<file path="src/rtl/systolic_west_feeder.sv">
// systolic_west_feeder
// Feeds operand columns into the west edge of a systolic array. Lane i is
// delayed by 1+i cycles so the wavefront arrives diagonally. Cycles without
// an accepted column inject a zero with its lane-valid flag low.
// Optional feature: define FEEDER_STALL_CNT_EN to build the stall counter.
// Without it, stall_cnt is tied to zero.
module systolic_west_feeder #(
  parameter int WIDTH   = 8,
  parameter int N_LANES = 4,
  parameter int CNT_W   = 16
) (
  input  logic                       clk,
  input  logic                       rst,
  input  logic                       start,
  input  logic                       s_valid,
  output logic                       s_ready,
  input  logic [N_LANES*WIDTH-1:0]   s_data,
  input  logic                       s_last,
  output logic [N_LANES*WIDTH-1:0]   out_west,
  output logic [N_LANES-1:0]         out_lane_valid,
  output logic                       pe_clear,
  output logic                       busy,
  output logic                       done,
  output logic [CNT_W-1:0]           beat_cnt,
  output logic [CNT_W-1:0]           stall_cnt
);

  localparam int DW = $clog2(N_LANES + 1);

  typedef enum logic [2:0] {
    S_IDLE,
    S_CLEAR,
    S_STREAM,
    S_DRAIN,
    S_DONE
  } state_t;

  state_t           state_q, state_d;
  logic [DW-1:0]    drain_q, drain_d;
  logic [CNT_W-1:0] beat_q,  beat_d;
  logic             hs;

  // Saturating increment shared by the beat and stall counters.
  function automatic logic [CNT_W-1:0] sat_inc(input logic [CNT_W-1:0] v);
    return (&v) ? v : v + CNT_W'(1);
  endfunction

  assign s_ready  = (state_q == S_STREAM);
  assign hs       = s_valid & s_ready;
  assign pe_clear = (state_q == S_CLEAR);
  assign done     = (state_q == S_DONE);
  assign busy     = (state_q != S_IDLE);
  assign beat_cnt = beat_q;

  // Next-state, drain countdown and beat counter.
  always_comb begin
    state_d = state_q;
    drain_d = drain_q;
    beat_d  = beat_q;
    case (state_q)
      S_IDLE: begin
        if (start) begin
          state_d = S_CLEAR;
          beat_d  = '0;
        end
      end
      S_CLEAR: state_d = S_STREAM;
      S_STREAM: begin
        if (hs) begin
          beat_d = sat_inc(beat_q);
          if (s_last) begin
            state_d = S_DRAIN;
            drain_d = DW'(N_LANES - 1);
          end
        end
      end
      S_DRAIN: begin
        // N_LANES cycles: long enough for the last column to leave lane N_LANES-1.
        if (drain_q == '0) state_d = S_DONE;
        else               drain_d = drain_q - DW'(1);
      end
      S_DONE:  state_d = S_IDLE;
      default: state_d = S_IDLE;
    endcase
  end

  // Control state register.
  always_ff @(posedge clk or posedge rst) begin
    if (rst) begin
      state_q <= S_IDLE;
      drain_q <= '0;
      beat_q  <= '0;
    end else begin
      state_q <= state_d;
      drain_q <= drain_d;
      beat_q  <= beat_d;
    end
  end

`ifdef FEEDER_STALL_CNT_EN
  logic [CNT_W-1:0] stall_q, stall_d;

  // Stall counter: zeroed when a tile starts, counts STREAM cycles with no column offered.
  always_comb begin
    stall_d = stall_q;
    if (state_q == S_IDLE && start)
      stall_d = '0;
    else if (state_q == S_STREAM && !s_valid)
      stall_d = sat_inc(stall_q);
  end

  // Stall counter register.
  always_ff @(posedge clk or posedge rst) begin
    if (rst) stall_q <= '0;
    else     stall_q <= stall_d;
  end

  assign stall_cnt = stall_q;
`else
  assign stall_cnt = '0;
`endif

  // Per-lane skew chains: lane i is 1+i registers deep.
  for (genvar i = 0; i < N_LANES; i++) begin : g_lane
    logic signed [WIDTH-1:0] dat_q [i+1];
    logic signed [WIDTH-1:0] dat_d [i+1];
    logic [i:0]              vld_q, vld_d;

    // Stage 0 takes the accepted element or a zero bubble; later stages shift.
    always_comb begin
      dat_d[0] = hs ? s_data[i*WIDTH +: WIDTH] : '0;
      vld_d[0] = hs;
      for (int j = 1; j <= i; j++) begin
        dat_d[j] = dat_q[j-1];
        vld_d[j] = vld_q[j-1];
      end
    end

    // Skew register chain for this lane.
    always_ff @(posedge clk or posedge rst) begin
      if (rst) begin
        for (int j = 0; j <= i; j++) dat_q[j] <= '0;
        vld_q <= '0;
      end else begin
        for (int j = 0; j <= i; j++) dat_q[j] <= dat_d[j];
        vld_q <= vld_d;
      end
    end

    assign out_west[i*WIDTH +: WIDTH] = dat_q[i];
    assign out_lane_valid[i]          = vld_q[i];
  end

endmodule

</file>
<file path="config.mk">
export PLATFORM = sky130hd
export DESIGN_NAME = systolic_west_feeder
export DESIGN_NICKNAME = d
export VERILOG_FILES = /design/src/rtl/systolic_west_feeder.sv
export SDC_FILE = /design/constraint.sdc
export NUM_CORES = 1
export LEC_CHECK = 0
export CAP_MARGIN = 20
export CORE_ASPECT_RATIO = 0.75
export CORE_MARGIN = 2
export CORE_UTILIZATION = 25
export DETAILED_ROUTE_END_ITERATION = 12
export GPL_TIMING_DRIVEN = 0
export PLACE_DENSITY = 0.45
export SYNTH_ARGS = -nofsm -noshare
export SYNTH_HDL_FRONTEND = slang
export SYNTH_SLANG_ARGS = --single-unit
export TNS_END_PERCENT = 20
</file>
<file path="constraint.sdc">
create_clock -name clk -period 4 [get_ports clk]
set_clock_uncertainty 0.05 [all_clocks]
set_input_delay 0.4 -clock clk [delete_from_list [all_inputs] [get_ports clk]]
set_output_delay 0.4 -clock clk [all_outputs]
set_load 0.1 [all_outputs]
</file>
==> summary.md <==
| Metric | Value |
|---|---|
| Hold Fails Final Rpt | 0 |
| Clock buffer depth | 2 |
| Pin count of the biggest net entering global routing | 58 |
| I/O pins | 109 |
| Max cap viols | 0 |
| Die Ht | 111 um |
| RSZ-0062 raised after global routing | no |
| DRT Wirelength | 7730 um |
| Outcome | complete, no violations |
| Post-synth EDFFs | 0 |
| Layout cell share with drive strength beyond 1 | 10.3% |
| Async set-or-reset flop fraction in the synthesized netlist | 100% |
| Hold Crit Class | register to register |
| Core Region | 14600 um2 |
| Mapped Cells | 283 |
| Ys flop type | dfrtp_1 |
| Mapped Area | 3790 um2 |
| Pwr dens | 719 nW/um2 |
| Total gr overflow | 0 |
| GRT busiest layer | met2 |
| Port Buf Inserts | 92 |
| Synth-to-Final Area Change | 41.0% |
| Register area | 2650 um2 |
| Number of diodes | 0 |
| Vias per cell | 4.07 |
| Slew margin rel. | 32.4% |
| Global routing usage on met3 | 4.12% |
| Worst skew pair latency | 340 ps |
| Grt met1 use | 14.2% |
| Slew Limit Fails | 0 |
| Final HPWL DP | 5370 um |
| Min setup slack post-route | 734 ps |
| Global Route Usage Sum | 10.1% |
| Wire length per cell | 12.7 um |
| DIE AREA | 16200 um2 |
| Footprint of the multi-input gates | 952 um2 |
| Critical Path Start Type | register |
| Area share of the leading cell type in the synthesized netlist | 69.9% |
| Number of gates resized after CTS | 0 |
| Dpl cells | 591 |
| Post-route antenna net violation count | 0 |
| Slew @ Worst Pin | 1010 ps |
| Width of the die | 146 um |
| DP Worst Slack | 1080 ps |
| Post-synthesis sequential area ratio | 69.9% |
| Worst Path Required | 3550 ps |
| Initial DRC Count | 154 |
| CP Max Fanout | 10 |
| Final period utilization | 81.7% |
| GP Congestion | 0.759 |
| Number of library cell types mapped by synthesis | 37 |
| Starting Density | 25.9% |
| Fin crit period | 3270 ps |
| WS Path Type | register to primary output |
| Lkg Pwr | 2.44 nW |
| Setup violators final | 0 |
| Maximum VDD drop | 260 uV |
| Filler Cell Count | 1478 |
| CTS tree | done |
| Clk slew on worst S/H paths | 80 ps |
| Avg Inst Size Synth | 13.4 um2 |
| Total power | 3.84 mW |
| H-tree levels | 3 |
| Achievable Freq | 306 MHz |
| Crit path DAT | 2820 ps |
| Post-CTS Setup Bufs | 0 |
| TritonCTS Buffers | 9 |
| Antenna violations before repair | 0 |
| Detailed Routing Iterations Pass 1 | 5 |
| Synth Warn # | 0 |
| Synth top area cells | dfrtp_1 70%, and2_1 5.8%, buf_4 3.6%, o31ai_1 3.4%, and4_1 1.2% |
| Vias in the first global route | 2440 |
| # hold bufs at CTS | 0 |
| Synthesized flop and latch total | 106 |
| Final TNS setup | 0 ps |
| # clock sinks | 106 |
| Area leader, netlist | dfrtp_1 |
| # rows | 38 |
| Via count | 2471 |
| DRC Markers | 0 |
| Root Buffer | clkbuf_16 |
| Net count, final | 442 |
| First-pass GRT wire length | 13100 um |
| Met2 Use GR | 14.5% |
| CP endpoint kind | primary output |
| Post-Layout Cell Count | 607 |
[cells in the final DEF, fill, tap and decap left out, types with 5 or more instances in the layout]
cell               n
dfrtp_1          106
clkdlybuf4s50_1   92
and2_1            35
buf_4             18
o31ai_1           17
conb_1            16
clkbuf_1          10
nand2_1            9
clkbuf_16          9
inv_1              7
nand4_1            7
nor2_1             6
nand3_1            6
and4_1             5
o21ai_0            5
[sequential cells by signal, indices dropped and copies added, names as in the netlist]
name / flops
beat_cnt: 16
g_lane.dat_q: 8
state_q: 3
g_lane.vld_q: 4
drain_q: 3
g_lane.dat_d: 48
out_west: 24
[final timing paths]
kind	startpoint	slack, ps	endpoint	cells past startpoint
max	state_q[1]$_DFFE_PP0P_	730	s_ready	4
min	g_lane[3].dat_d[20]$_DFF_PP0_	300	g_lane[3].dat_d[12]$_DFF_PP0_	0
max reg2reg	beat_cnt[0]$_DFFE_PP0P_	1860	beat_cnt[7]$_DFFE_PP0P_	7
min reg2reg	g_lane[3].dat_d[20]$_DFF_PP0_	300	g_lane[3].dat_d[12]$_DFF_PP0_	0
max in group asynchronous	rst	2740	g_lane[3].dat_d[0]$_DFF_PP0_	3
min in group asynchronous	rst	480	out_west[16]$_DFF_PP0_	2
[through the flow]
step                      hold slack, ps  cell area, um2  utilization, %
after floorplan                      281            3850               -
after detailed placement             285            5050            34.5
after CTS                            301            5350            36.5
after global placement               282            5020            34.3
final                                297            5350            36.5
after global routing                 304            5350            36.5
[per-layer routing]
layer | up-vias | routed length [um]
met5 | - | 0
met4 | 0 | 67
met3 | 6 | 579
met2 | 85 | 3400
met1 | 1198 | 3690
li1 | 1182 | -
[cell families after synthesis]
logic type	synth area share [%]
DFF	69.9
and+or+nand+nor	13.9
AOI/OAI and AO/OA	8.11
buffers and inverters	6.46
adders and majority gates	0.990
muxes	0.528
other	0.0988
[cell type report]
type                       instances  share of cell area, %
sequential                       106                   49.6
timing repair buffer              93                   17.7
buffer                            33                   4.02
clock inverter                     7                   1.36
tap                              200                   4.68
inverter                           8                  0.608
multi-input combinational        151                   17.8
clock buffer                       9                   4.21
[power by group]
group / switching [mW] / internal (mW)
sequential: 0.0817 / 1.28
clock: 0.422 / 0.439
combinational: 1.22 / 0.396
total: 1.73 / 2.12
[synthesized netlist by cell type, types with 3 or more instances]
cell        n
a211oi_1    4
a21oi_1     4
a31oi_1     4
and2_1     35
and3_1      3
and4_1      5
buf_4      18
buf_6       3
clkbuf_1   10
dfrtp_1   106
ha_1        3
inv_1       8
nand2_1     9
nand2b_1    4
nand3_1     6
nand4_1     7
nor2_1      6
nor3b_1     3
o21ai_0     5
o31ai_1    17
[critical path, stage by stage (launching register included)]
cell and delay [ps]:
dfrtp_1 400, buf_2 230, or3b_2 510, inv_1 190, clkdlybuf4s50_1 1170
Power figures use the tool's default switching activity.
